## config.mk

```make
export PLATFORM = sky130hd
export DESIGN_NAME = uart_tx_mmio_flat
export DESIGN_NICKNAME = d
export VERILOG_FILES = /design/src/rtl/uart_tx_mmio_if.sv /design/src/rtl/uart_tx_mmio.sv /design/src/flat_wrapper.sv
export SDC_FILE = /design/constraint.sdc
export NUM_CORES = 1
export LEC_CHECK = 0
export ABC_AREA = 0
export BUFFER_PORTS_ARGS = -buffer_cell sky130_fd_sc_hd__clkbuf_2
export CORE_MARGIN = 3
export CORE_UTILIZATION = 45
export CTS_BUF_LIST = sky130_fd_sc_hd__clkbuf_2 sky130_fd_sc_hd__clkbuf_4 sky130_fd_sc_hd__clkbuf_8
export DETAILED_ROUTE_END_ITERATION = 6
export GPL_ROUTABILITY_DRIVEN = 0
export PLACE_DENSITY = 0.74
export SLEW_MARGIN = 20
export SYNTH_ARGS = -nofsm -noshare
export SYNTH_HDL_FRONTEND = slang
export SYNTH_SLANG_ARGS = --single-unit
```

## constraint.sdc

```tcl
create_clock -name clk_i -period 5.6 [get_ports clk_i]
set_input_delay 0.28 -clock clk_i [delete_from_list [all_inputs] [get_ports clk_i]]
set_output_delay 0.28 -clock clk_i [all_outputs]
set_load 0.005 [all_outputs]
```

## src/rtl/uart_tx_mmio_if.sv

```systemverilog
// Core data-RAM-port bundle for the memory-mapped UART transmitter.
// The core side drives the access strobe; the peripheral returns read data and the window hit.
interface uart_tx_mmio_if #(
    parameter int unsigned ADDR_WIDTH = 32,
    parameter int unsigned DATA_WIDTH = 32
);
    logic                  ce_i;
    logic                  we_i;
    logic [ADDR_WIDTH-1:0] addr_i;
    logic [DATA_WIDTH-1:0] wdata_i;
    logic [DATA_WIDTH-1:0] rdata_o;
    logic                  hit_o;

    modport master (
        output ce_i, we_i, addr_i, wdata_i,
        input  rdata_o, hit_o
    );

    modport slave (
        input  ce_i, we_i, addr_i, wdata_i,
        output rdata_o, hit_o
    );
endinterface

```

## src/rtl/uart_tx_mmio.sv

```systemverilog
// Memory-mapped 8N1 UART transmitter: 16-byte register window, TX FIFO, serialiser.
// Reads are combinational and writes never stall; pushes to a full FIFO are dropped and flagged.
module uart_tx_mmio #(
    parameter int unsigned           ADDR_WIDTH = 32,
    parameter int unsigned           DATA_WIDTH = 32,
    parameter logic [ADDR_WIDTH-1:0] BASE_ADDR  = ADDR_WIDTH'(32'h1000_0000),
    parameter int unsigned           FIFO_DEPTH = 8,
    parameter logic [15:0]           DIV_RESET  = 16'd868
) (
    input  logic               clk_i,
    input  logic               rst_i,
    uart_tx_mmio_if.slave      bus,
    output logic               tx_o,
    output logic               idle_o
);

    localparam int unsigned PTR_W = $clog2(FIFO_DEPTH);
    localparam int unsigned CNT_W = PTR_W + 1;

    localparam logic [1:0] S_IDLE  = 2'd0;
    localparam logic [1:0] S_START = 2'd1;
    localparam logic [1:0] S_DATA  = 2'd2;
    localparam logic [1:0] S_STOP  = 2'd3;

    localparam logic [1:0] REG_TXDATA  = 2'd0;
    localparam logic [1:0] REG_STATUS  = 2'd1;
    localparam logic [1:0] REG_DIVISOR = 2'd2;

    logic [1:0]       state_q, state_d;
    logic [7:0]       shift_q, shift_d;
    logic [15:0]      period_q, period_d;
    logic [15:0]      cyc_q, cyc_d;
    logic [2:0]       bit_q, bit_d;
    logic             tx_q, tx_d;
    logic             idle_q, idle_d;

    logic [7:0]       fifo_mem [FIFO_DEPTH];
    logic [PTR_W-1:0] wr_ptr_q, wr_ptr_d;
    logic [PTR_W-1:0] rd_ptr_q, rd_ptr_d;
    logic [CNT_W-1:0] count_q, count_d;
    logic             ovf_q, ovf_d;
    logic [15:0]      div_q, div_d;

    logic             hit;
    logic             wr_acc;
    logic             txdata_wr;
    logic             push;
    logic             drop;
    logic             pop;
    logic             full;
    logic             empty;
    logic             busy;
    logic             bit_end;
    logic [31:0]      status_word;
    logic             unused_bits;

    // Window decode and register strobes
    assign hit       = bus.addr_i[ADDR_WIDTH-1:4] == BASE_ADDR[ADDR_WIDTH-1:4];
    assign wr_acc    = bus.ce_i && bus.we_i && hit;
    assign txdata_wr = wr_acc && (bus.addr_i[3:2] == REG_TXDATA);
    assign full      = count_q == CNT_W'(FIFO_DEPTH);
    assign empty     = count_q == '0;
    assign push      = txdata_wr && !full;
    assign drop      = txdata_wr && full;
    assign busy      = state_q != S_IDLE;
    assign bit_end   = cyc_q == (period_q - 16'd1);

    assign status_word = {20'd0, 4'(count_q), 4'd0, ovf_q, busy, empty, full};
    assign unused_bits = ^{bus.wdata_i[DATA_WIDTH-1:16], bus.addr_i[1:0]};

    assign bus.hit_o = hit;
    assign tx_o      = tx_q;
    assign idle_o    = idle_q;

    // Combinational read port
    always_comb begin
        bus.rdata_o = '0;
        if (bus.ce_i && !bus.we_i && hit) begin
            case (bus.addr_i[3:2])
                REG_STATUS:  bus.rdata_o = DATA_WIDTH'(status_word);
                REG_DIVISOR: bus.rdata_o = DATA_WIDTH'(div_q);
                default:     bus.rdata_o = '0;
            endcase
        end
    end

    // Next-state logic: serialiser FSM, FIFO bookkeeping, control registers
    always_comb begin
        state_d  = state_q;
        shift_d  = shift_q;
        period_d = period_q;
        cyc_d    = cyc_q;
        bit_d    = bit_q;
        pop      = 1'b0;

        case (state_q)
            S_IDLE: begin
                if (!empty) begin
                    pop      = 1'b1;
                    shift_d  = fifo_mem[rd_ptr_q];
                    period_d = (div_q == 16'd0) ? 16'd1 : div_q;
                    cyc_d    = 16'd0;
                    bit_d    = 3'd0;
                    state_d  = S_START;
                end
            end
            S_START: begin
                if (bit_end) begin
                    cyc_d   = 16'd0;
                    state_d = S_DATA;
                end else begin
                    cyc_d = cyc_q + 16'd1;
                end
            end
            S_DATA: begin
                if (bit_end) begin
                    cyc_d   = 16'd0;
                    shift_d = {1'b0, shift_q[7:1]};
                    if (bit_q == 3'd7) begin
                        bit_d   = 3'd0;
                        state_d = S_STOP;
                    end else begin
                        bit_d = bit_q + 3'd1;
                    end
                end else begin
                    cyc_d = cyc_q + 16'd1;
                end
            end
            S_STOP: begin
                if (bit_end) begin
                    cyc_d = 16'd0;
                    // Chain straight into the next frame when data is waiting
                    if (!empty) begin
                        pop      = 1'b1;
                        shift_d  = fifo_mem[rd_ptr_q];
                        period_d = (div_q == 16'd0) ? 16'd1 : div_q;
                        state_d  = S_START;
                    end else begin
                        state_d = S_IDLE;
                    end
                end else begin
                    cyc_d = cyc_q + 16'd1;
                end
            end
            default: state_d = S_IDLE;
        endcase

        case (state_d)
            S_START: tx_d = 1'b0;
            S_DATA:  tx_d = shift_d[0];
            default: tx_d = 1'b1;
        endcase

        wr_ptr_d = push ? wr_ptr_q + PTR_W'(1) : wr_ptr_q;
        rd_ptr_d = pop  ? rd_ptr_q + PTR_W'(1) : rd_ptr_q;
        case ({push, pop})
            2'b10:   count_d = count_q + CNT_W'(1);
            2'b01:   count_d = count_q - CNT_W'(1);
            default: count_d = count_q;
        endcase

        ovf_d = ovf_q;
        if (wr_acc && (bus.addr_i[3:2] == REG_STATUS) && bus.wdata_i[3]) begin
            ovf_d = 1'b0;
        end
        if (drop) begin
            ovf_d = 1'b1;
        end

        div_d = div_q;
        if (wr_acc && (bus.addr_i[3:2] == REG_DIVISOR)) begin
            div_d = bus.wdata_i[15:0];
        end

        idle_d = (state_d == S_IDLE) && (count_d == '0);
    end

    // State registers
    always_ff @(posedge clk_i) begin
        if (rst_i) begin
            state_q  <= S_IDLE;
            shift_q  <= 8'd0;
            period_q <= 16'd0;
            cyc_q    <= 16'd0;
            bit_q    <= 3'd0;
            tx_q     <= 1'b1;
            idle_q   <= 1'b1;
            wr_ptr_q <= '0;
            rd_ptr_q <= '0;
            count_q  <= '0;
            ovf_q    <= 1'b0;
            div_q    <= DIV_RESET;
        end else begin
            state_q  <= state_d;
            shift_q  <= shift_d;
            period_q <= period_d;
            cyc_q    <= cyc_d;
            bit_q    <= bit_d;
            tx_q     <= tx_d;
            idle_q   <= idle_d;
            wr_ptr_q <= wr_ptr_d;
            rd_ptr_q <= rd_ptr_d;
            count_q  <= count_d;
            ovf_q    <= ovf_d;
            div_q    <= div_d;
        end
    end

    // FIFO storage; contents are don't-care until pushed
    always_ff @(posedge clk_i) begin
        if (push) begin
            fifo_mem[wr_ptr_q] <= bus.wdata_i[7:0];
        end
    end

endmodule

```

## src/flat_wrapper.sv

```systemverilog
// flat-port wrapper written by rule: the top's interface ports become plain ports
module uart_tx_mmio_flat 
#(
    parameter int unsigned           ADDR_WIDTH = 32,
    parameter int unsigned           DATA_WIDTH = 32,
    parameter logic [ADDR_WIDTH-1:0] BASE_ADDR  = ADDR_WIDTH'(32'h1000_0000),
    parameter int unsigned           FIFO_DEPTH = 8,
    parameter logic [15:0]           DIV_RESET  = 16'd868
)
  (clk_i, rst_i, tx_o, idle_o, bus_ce_i, bus_we_i, bus_addr_i, bus_wdata_i, bus_rdata_o, bus_hit_o);
  uart_tx_mmio_if #(.ADDR_WIDTH(ADDR_WIDTH), .DATA_WIDTH(DATA_WIDTH)) bus_i ();
  input  logic clk_i;
  input  logic rst_i;
  output logic tx_o;
  output logic idle_o;
  input wire logic [$bits(bus_i.ce_i)-1:0] bus_ce_i;
  input wire logic [$bits(bus_i.we_i)-1:0] bus_we_i;
  input wire logic [$bits(bus_i.addr_i)-1:0] bus_addr_i;
  input wire logic [$bits(bus_i.wdata_i)-1:0] bus_wdata_i;
  output wire logic [$bits(bus_i.rdata_o)-1:0] bus_rdata_o;
  output wire logic [$bits(bus_i.hit_o)-1:0] bus_hit_o;
  assign bus_i.ce_i = bus_ce_i;
  assign bus_i.we_i = bus_we_i;
  assign bus_i.addr_i = bus_addr_i;
  assign bus_i.wdata_i = bus_wdata_i;
  assign bus_rdata_o = bus_i.rdata_o;
  assign bus_hit_o = bus_i.hit_o;
  uart_tx_mmio #(.ADDR_WIDTH(ADDR_WIDTH), .DATA_WIDTH(DATA_WIDTH), .BASE_ADDR(BASE_ADDR), .FIFO_DEPTH(FIFO_DEPTH), .DIV_RESET(DIV_RESET)) u_core (.clk_i(clk_i), .rst_i(rst_i), .bus(bus_i), .tx_o(tx_o), .idle_o(idle_o));
endmodule
```

==> Word-level counts from Yosys, hierarchy flattened <==
Memories as Yosys holds them, arrays and structs flattened. A register that Yosys moved wholly into a read port is not among the register bits.
Cells that the tools add are included.
{ "totals": {"mem_bits_ro": 0, "word_cells": 100, "mem_bits_rw": 64, "latchBits": 0, "register_bits": 74, "n_memories": 1} }
{ "memory_table": {"columns": ["name", "depth", "width", "read_ports", "rd_clocked_by_memory_dff", "write_ports", "line_no", "text"], "rows": [
  ["u_core.fifo_mem", 8, 8, 1, 1, 1, "uart_tx_mmio.sv:37", "logic [7:0] fifo_mem [FIFO_DEPTH];"]
]} }
{ "classes": {"order_cmp": 0, "n_div": 0, "n_addsub": 7, "n_shift": 0, "muxes": 35, "n_eq_ne": 16, "n_bitwise": 0, "n_mul": 0, "reduce_logical": 28} }
{ "op_table": {"columns": ["operator", "n"], "rows": [
  ["$pmux 16 s2", 3],
  ["$mux 16", 5],
  ["$mux 32", 1],
  ["$eq 28x25->1 const B", 1],
  ["$mux 8", 3],
  ["$pmux 8 s3", 1],
  ["$add 16x1->16 const B", 1],
  ["$eq 16x16->1", 1],
  ["$logic_not 16->1", 1],
  ["$sub 16x1->16 const B", 1],
  ["$mux 3", 5],
  ["$logic_and 1x1->1", 11],
  ["$eq 2x2->1 const B", 5],
  ["$mux 2", 5],
  ["$add 3x1->3 const B", 3],
  ["$eq 2x1->1 const B", 4],
  ["$logic_not 4->1", 2],
  ["$pmux 2 s4", 1],
  ["$pmux 4 s2", 1],
  ["$reduce_bool 2->1", 4],
  ["$mux 1", 7],
  ["$logic_not 2->1", 3],
  ["$pmux 3 s2", 1],
  ["$reduce_and 3->1", 2],
  ["11 further kinds", 14]
]} }

==> Logic depth before layout (Yosys ltp) <==
Gate-level depths: netlist (run 1).
{ "logic_depth": {"word_depth": 8, "mapped_depth": 19} }

==> Least setup slack after synthesis (run 1) <==
OpenSTA, ideal clock, no wires.
{ "synth_path": {"path_type": "register to register", "from": "reg u_core.period_q[0]", "to": "reg u_core.idle_q, in the netlist u_core.idle_o", "setup_time_ns": 0.116, "required_time_ns": 5.484, "arrival_time_ns": 4.072, "path_stages_with_launch": 20, "slack_ns": 1.412, "path_cell_list": "dfxtp_1 inv_1 ha_1 or3b_2 nor4_1 mux2i_1 o21ai_1 nor4_4 a21oi_1 nor3_1 ha_1 clkbuf_1 xor2_1 ha_1 a21oi_1 xor2_1 nor2_1 xnor2_1 and3_1 a31o_2"} }
{ "synth_between": {"elab_chain_cells": 8} }
{ "synth_rtl": {"columns": ["item", "line_no", "text"], "rows": [
  ["from (decl)", "uart_tx_mmio.sv:31", "logic [15:0] period_q, period_d;"],
  ["from (signal assigned)", "uart_tx_mmio.sv:196", "period_q <= period_d;"],
  ["$sub 16x1->16 *", "uart_tx_mmio.sv:66", "assign bit_end = cyc_q == (period_q - 16'd1);"],
  ["$eq 16x16->1 *", "uart_tx_mmio.sv:66", null],
  ["$mux 1", "uart_tx_mmio.sv:130", "if (bit_end) begin"],
  ["$pmux 1 s2", "uart_tx_mmio.sv:96", "case (state_q)"],
  ["$eq 2x1->1 / $eq 2x2->1 (equally long branches)", "uart_tx_mmio.sv:156", "case ({push, pop})"],
  ["$pmux 4 s2", "uart_tx_mmio.sv:156", null],
  ["$logic_not 4->1", "uart_tx_mmio.sv:175", "idle_d = (state_d == S_IDLE) && (count_d == '0);"],
  ["$logic_and 1x1->1 *", "uart_tx_mmio.sv:175", null],
  ["to (signal assigned)", "uart_tx_mmio.sv:200", "idle_q <= idle_d;"],
  ["to (decl)", "uart_tx_mmio.sv:35", "logic idle_q, idle_d;"]
]} }
Every way passes the cells marked *; elsewhere a longest branch is shown, timed or not.
A chain may end at the register's enable or synchronous reset.

==> Worst setup path in the final report (run 1) <==
Same ends and word-level chain as after synthesis.

==> flow_metrics.py, run 1 <==
metrics = {
    "status": {
        "status": "completed",
    },
    "critical_path": {
        "cp_cell_sequence": "inv_1 > ha_1 > or3b_2 > nor4_1 > mux2i_1 > o21ai_1 > nor4_4 > a21oi_1 > nor3_1 > ha_1 > xor2_1 > ha_1 > a21oi_1 > xor2_1 > nor2_1 > xnor2_1 > and3_1 > a31o_2",
        "crit_top_cell": "ha_1",
        "cp_top_family": "simple AND/OR/NAND/NOR gates",
        "cp_max_fo": 6,
        "reg2reg_slack_ns": 0.94,
        "start_kind": "flip-flop",
        "cp.required_ns": 5.94,
        "arrival_ns": 5.00,
        "worst_r2r_path_depth": 18,
        "setup.worst_path.end_class": "flip-flop",
        "cp_slowest_stage_delay_ns": 0.52,
        "slowest_stage": "or3b_2",
        "critPathKind": "flip-flop to flip-flop",
        "cp_num_buf_inv": 1,
        "r2r-end": "u_core.idle_o",
        "worstReg2RegStart": "u_core.period_q[0]",
    },
    "global_route": {
        "grt_pass1_vias": 5116,
        "antenna_found_initial": 0,
        "grt_use_total": 0.184,
        "grt_pass1_wl_microns": 25900,
        "grt_max_degree": 74,
        "gr-total-overflow": 0,
    },
    "final_layout": {
        "nets": 809,
        "post-route-util": 0.517,
        "antennaDiodeCount": 0,
        "drive_gt1_frac": 0.192,
        "instances_no_fill": 947,
        "nFillCells": 1346,
        "syn_to_final_growth_pct": 11.5,
        "final_area_sq_mm": 0.00792,
    },
    "floorplanning": {
        "die_h_microns": 132,
        "start_util": 0.464,
        "dieWidth_microns": 132,
        "ioPinCount": 103,
        "die-area_sq_mm": 0.0173,
        "num_rows": 45,
        "coreArea_sq_mm": 0.0153,
    },
    "logic_synthesis": {
        "syn_area_sq_mm": 0.00711,
        "synth_ff_type": "dfxtp_1",
        "synth_top_area_share": 0.270,
        "synth.avg_cell_area_sq_um": 10.6,
        "synth_warnings": 0,
        "synth-edff-count": 64,
        "yosysUniqueCellTypes": 64,
        "synth_area_leader_cell": "edfxtp_1",
        "ys_ff_latch": 141,
        "yosys-top-cells-area": "edfxtp_1, dfxtp_1, mux2i_1",
        "synthCells": 671,
        "ys_async_sr_fraction": 0,
        "seq_area_frac_synth": 0.487,
    },
    "cts": {
        "cts.sinks": 141,
        "postCtsSetupBuffers": 0,
        "cts_buffer_depth": 2,
        "cts_tree": "yes",
        "clk_pin_slew_ns": 0.09,
        "htreeDepth": 4,
        "cts_root_buf": "clkbuf_8",
        "cts_buffers": 17,
        "post_cts_resized": 0,
        "clkLatencyLatePin_ns": 0.45,
        "cts_hold_buf": 0,
    },
    "drt": {
        "vias": 5414,
        "ant_nets": 0,
        "routed_wl_microns": 16000,
        "wl_per_cell_microns": 16.9,
        "drt_iter0_drc": 421,
        "drc": 0,
        "viasPerCell": 5.72,
        "drtPass1Iterations": 5,
    },
    "sta": {
        "rsz0062_at_grt": "false",
        "drv_slew": 0,
        "setup_violations": 0,
        "max_slew.worst_pin.slew_ns": 1.07,
        "hold_viol_final": 0,
        "fin_crit_sh": 0.831,
        "period_minus_slack_ns": 4.66,
        "setup_slack_ns": 0.945,
        "max_freq_mhz": 215,
        "fin_skew_ns": 0.00992,
        "tns_ns": 0,
        "slew_headroom": 0.286,
        "whs_ns": 0.0574,
    },
    "place": {
        "hpwl_microns": 11400,
        "numPlacedInstances": 914,
        "placed_area_sq_mm": 0.00753,
        "dp_slack_ns": 1.04,
        "portBuffers": 68,
    },
    "hold_path": {
        "min_from": "bus_wdata_i[14]",
        "hp-class": "input pin to flip-flop",
        "whs_endpoint": "u_core.div_q[14]",
        "hold_path_depth": 3,
    },
    "job": {
        "max-cap-violations": 0,
    },
    "power": {
        "power.density_mw_per_mm2": 249,
        "power_mw": 1.98,
        "ir_worst_vdd_v": 0.000211,
        "p_leak_nw": 3.05,
    },
}
==> where the power goes <==
group / leakage, nW / total [mW] / internal [mW] / switching [mW]
sequential: 1.20 / 1.08 / 1.08 / 0.00328
clock: 0.185 / 0.795 / 0.378 / 0.417
combinational: 1.67 / 0.102 / 0.0357 / 0.0666
==> routing by layer <==
metal  vias to the layer above  GRT usage  part of all wire
met5                         -          0                 0
met3                        24     0.0391             0.056
met1                      2636      0.242              0.45
met2                       195      0.300              0.47
li1                       2559          -                 -
met4                         0     0.0653             0.018
==> worst max-delay path by stage <==
| stage | startpoint | endpoint | slack [ns] | depth (start not counted) |
|---|---|---|---|---|
| 2_1_floorplan | u_core.period_q[0] | u_core.idle_o | 1.41 | 19 |
| 3_3_place_gp | u_core.period_q[0] | u_core.idle_o | 1.23 | 18 |
| 3_5_place_dp | u_core.period_q[0] | u_core.idle_o | 1.04 | 18 |
| 4_1_cts | u_core.period_q[0] | u_core.idle_o | 1.02 | 18 |
| 5_1_grt | u_core.period_q[0] | u_core.idle_o | 0.62 | 18 |
| 6_report | u_core.period_q[0] | u_core.idle_o | 0.94 | 18 |
==> synthesized netlist by cell type (2+ instances only) <==
library cell  instances
o21ai_0              15
o211ai_1              2
buf_4                16
and3_1               14
o41ai_1               3
nor3b_1               3
or4_4                 3
a31o_1                2
buf_1                 6
nand3b_1             12
o31ai_1              14
a22oi_1              19
buf_6                 2
ha_1                 18
nor2_1               90
or3_1                 2
mux2i_1              40
xor2_1               11
a211oi_1              3
clkbuf_1             32
a22o_1                2
nor2b_1               3
inv_1                18
dfxtp_1              77
nand2_1              39
nor3_1               14
a31o_2                4
a21boi_0              4
mux4_2               16
nand4_1               9
nand3_1               9
a21oi_1              23
nand2b_1              4
xnor2_1              16
o31a_1                3
edfxtp_1             64
a211o_1               6
nor4_1               21
nor3_2                2
o2bb2ai_1             6
==> cell families after synthesis <==
family | Yosys count | synth area share
AND/OR/NAND/NOR | 231 | 0.163
flip-flops | 141 | 0.487
AO/OA/AOI/OAI | 121 | 0.124
buffers and inverters | 75 | 0.0504
multiplexers | 57 | 0.110
XOR/XNOR | 27 | 0.0333
adder cells (fa/ha/maj) | 18 | 0.0317
other | 1 | 0.000528
==> area by class of cell <==
type                       count  area [sq um]  share of cell area
inverter                      18          67.6             0.00853
multi-input combinational    470          3350               0.422
clock inverter                13           130              0.0164
timing repair buffer          75           397              0.0501
tap                          211           264              0.0333
sequential                   141          3460               0.437
clock buffer                  19           255              0.0322
==> state kept, by name (all words and copies together), names as in the netlist, named ones only <==
register,flops
u_core.fifo_mem,64
u_core.cyc_q,16
u_core.div_q,16
u_core.period_q,16
u_core.shift_q,8
u_core.count_q,4
u_core.bit_q,3
u_core.rd_ptr_q,3
u_core.wr_ptr_q,3
u_core.state_q,2
u_core.idle_o,1
u_core.ovf_q,1
u_core.tx_o,1
==> worst register-to-register path: stages (launching register included) <==
cell and delay, ns:
dfxtp_1 0.36, inv_1 0.09, ha_1 0.24, or3b_2 0.52, nor4_1 0.42, mux2i_1 0.28
o21ai_1 0.21, nor4_4 0.21, a21oi_1 0.17, nor3_1 0.41, ha_1 0.40, xor2_1 0.12
ha_1 0.20, a21oi_1 0.15, xor2_1 0.16, nor2_1 0.07, xnor2_1 0.14, and3_1 0.18
a31o_2 0.23
==> layout by cell type, fill, tap and decap left out, types with 4 or more instances in the layout <==
cell / n
a21boi_0: 4
conb_1: 16
nand2_1: 39
nand3_1: 9
a211o_1: 6
edfxtp_1: 64
clkbuf_2: 68
buf_4: 6
nand3b_1: 12
a31o_2: 4
o2bb2ai_1: 6
clkinvlp_4: 4
xor2_1: 11
mux2i_1: 40
nor4_1: 20
ha_1: 18
and3_1: 14
xnor2_1: 16
o31ai_1: 14
a22oi_1: 19
dfxtp_1: 77
nor3_1: 14
inv_1: 18
inv_6: 4
nand4_1: 9
a21oi_1: 23
nand2b_1: 4
o21ai_0: 15
mux4_2: 16
nor2_1: 90
clkbuf_8: 18
Note: power is estimated with default switching activity, not from simulation.
==> run 2: changes to the inputs <==
ABC_AREA = 1   (was 0)
PLACE_DENSITY = 0.76   (was 0.74)
clock period = 3.9 ns   (was 5.6 ns; I/O delays follow)
==> run 2 against run 1 <==
Sequential cell count did not move. Sequential power rose by 66%. Sequential share of layout area fell by 3.1 points. Core utilization rose by 1.4 points. Non-clock buffer count rose by 14. Critical path type unchanged. Hold slack barely moved. Clock skew rose by 0.0060 ns. Largest cell class is now multi-input combinational cells.
==> flow_metrics.py, run 2 <==
metrics = {
    "critical_path": {
        "crit_top_cell": "nand2_1",
        "start_kind": "flip-flop",
        "r2r-end": "u_core.idle_o",
        "reg2reg_slack_ns": 0.34,
        "cp_cell_sequence": "inv_1 > ha_2 > nand3_4 > nor2_4 > nand2_1 > nand2_1 > nand2_1 > a21oi_1 > nand2_1 > nor2_4 > nand3_1 > nand2_4 > nand2_1 > inv_2 > ha_4 > xor2_1 > a32o_1 > a21oi_1 > o21ai_0 > xor2_1 > nor2_1 > nand3_1 > nand2_1",
        "slowest_stage": "dfxtp_1",
        "cp_max_fo": 9,
        "arrival_ns": 3.87,
        "cp_num_buf_inv": 2,
        "worst_r2r_path_depth": 23,
        "cp_top_family": "simple AND/OR/NAND/NOR gates",
        "worstReg2RegStart": "u_core.period_q[0]",
        "cp_slowest_stage_delay_ns": 0.34,
        "cp.required_ns": 4.22,
        "setup.worst_path.end_class": "flip-flop",
        "critPathKind": "flip-flop to flip-flop",
    },
    "cts": {
        "postCtsSetupBuffers": 0,
        "cts_root_buf": "clkbuf_8",
        "cts_buffer_depth": 2,
        "clk_pin_slew_ns": 0.10,
        "htreeDepth": 4,
        "cts_tree": "yes",
        "cts_buffers": 17,
        "clkLatencyLatePin_ns": 0.45,
        "cts.sinks": 141,
    },
    "logic_synthesis": {
        "synth.avg_cell_area_sq_um": 7.91,
        "synth.most_common_cell": "nand2_1",
        "synth_top_area_share": 0.257,
        "ys_async_sr_fraction": 0,
        "seq_area_frac_synth": 0.463,
        "synth-edff-count": 64,
        "synth_warnings": 0,
        "synth_commonest_cells": "nand2_1, nor2_1, inv_1",
        "syn_area_sq_mm": 0.00748,
        "yosys-top-cells-area": "edfxtp_1, dfxtp_1, nand2_1",
        "ys_ff_latch": 141,
        "synth_ff_type": "dfxtp_1",
        "synthCells": 946,
        "yosysUniqueCellTypes": 50,
        "synth_area_leader_cell": "edfxtp_1",
    },
    "final_layout": {
        "final_common_cell": "nand2_1",
        "instances_no_fill": 1256,
        "antennaDiodeCount": 0,
        "top_register": "u_core.fifo_mem",
        "drive_gt1_frac": 0.147,
        "nets": 1113,
        "largest_register_ffs": 64,
        "final_cell_mix": "nand2_1, nor2_1, inv_1",
        "syn_to_final_growth_pct": 14.0,
    },
    "global_route": {
        "gr-total-overflow": 0,
        "grt_max_degree": 52,
        "grt_pass1_vias": 6046,
        "grt_pass1_wl_microns": 29300,
        "antenna_found_initial": 0,
        "grt_use_total": 0.200,
    },
    "place": {
        "hpwl_microns": 12900,
        "portBuffers": 68,
        "numPlacedInstances": 1216,
    },
    "drt": {
        "drt_iter0_drc": 453,
        "wl_per_cell_microns": 14.0,
        "viasPerCell": 5.24,
        "drtPass1Iterations": 5,
        "routed_wl_microns": 17600,
        "ant_nets": 0,
        "vias": 6584,
        "drc": 0,
    },
    "status": {
        "status": "completed",
    },
    "floorplanning": {
        "dieWidth_microns": 135,
        "ioPinCount": 103,
        "die_h_microns": 135,
        "start_util": 0.466,
        "die-area_sq_mm": 0.0182,
        "coreArea_sq_mm": 0.0161,
        "num_rows": 46,
    },
    "sta": {
        "period_minus_slack_ns": 3.56,
        "drv_slew": 0,
        "max_slew.worst_pin.slew_ns": 0.749,
        "fin_crit_sh": 0.912,
        "max_freq_mhz": 281,
        "slew_headroom": 0.500,
        "setup_violations": 0,
        "fin_skew_ns": 0.0159,
        "hold_viol_final": 0,
    },
    "power": {
        "power.density_mw_per_mm2": 602,
        "ir_worst_vdd_v": 0.000285,
        "power_mw": 5.13,
        "p_leak_nw": 3.51,
    },
    "hold_path": {
        "whs_endpoint": "u_core.fifo_mem[3][5]",
        "min_from": "bus_wdata_i[5]",
        "hp-class": "input pin to flip-flop",
        "hold_path_depth": 1,
    },
    "job": {
        "max-cap-violations": 0,
    },
}
## run 2: cell types whose count changed after synthesis, moves of 18 or more
cell,delta
nand2_1,+168
inv_1,+70
o21ai_0,+46
nor2_1,+41
mux2i_1,-39
nand3_1,+38
a21oi_1,+34
a22oi_1,-18
## run 2: cell families after synthesis
group	after synthesis	share of synthesized area
simple gates	452	0.267
flops	141	0.463
mux	1	0.00134
xor+xnor	18	0.0211
buf+inv	138	0.0793
other cells	1	0.000501
compound gates	177	0.138
fa+ha+maj	18	0.0301
## run 2: cell type report
cell class              instances  area [sq um]
clock buffers                  17           234
clock inverters                15           173
fillers                      1458          7530
inverters                      96           360
multi-input cells             682          3510
flip-flops and latches        141          3460
well taps                     216           270
repair buffers                 89           518
## run 2: metal layers
layer / up-vias / track usage / wire (microns)
met2: 243 / 0.326 / 8250
met5: - / 0 / 0
met1: 3015 / 0.275 / 7940
met3: 20 / 0.0346 / 1220
met4: 0 / 0.0571 / 201
li1: 3306 / - / -
## run 2: power by group
group | switching, mW | leakage [nW] | internal (mW)
Combinational | 1.42 | 2.10 | 0.737
Clock | 0.637 | 0.207 | 0.541
Sequential | 0.136 | 1.20 | 1.66
## run 2: worst max-delay path by stage
stage | start | slack (ns) | to | cells past startpoint
finish | u_core.period_q[0] | 0.34 | u_core.idle_o | 23
global route | u_core.period_q[0] | -0.04 | u_core.idle_o | 24
detailed placement | u_core.period_q[0] | 0.18 | u_core.idle_o | 24
floorplan | u_core.period_q[0] | 0.79 | u_core.idle_o | 24
global placement | u_core.period_q[0] | 0.34 | u_core.idle_o | 24
CTS | u_core.period_q[0] | 0.15 | u_core.idle_o | 24
## run 2: metrics by stage
stage          hold slack (ns)  setup TNS (ns)  instance area (sq um)  utilization  setup slack (ns)
2_1_floorplan            0.294               0                   7540            -             0.790
3_3_place_gp             0.422               0                   8010        0.499             0.337
3_5_place_dp             0.421               0                   8010        0.499             0.183
4_1_cts                 0.0327               0                   8500        0.529             0.153
5_1_grt                 0.0560         -0.0393                   8530        0.531           -0.0393
6_report                0.0574               0                   8530        0.531             0.341
## run 2: what timing repair did
action,4_1_cts,5_1_grt
resized for setup,0,7
hold buffers,8,0
setup endpoints to repair,0,3
hold endpoints to repair,8,0
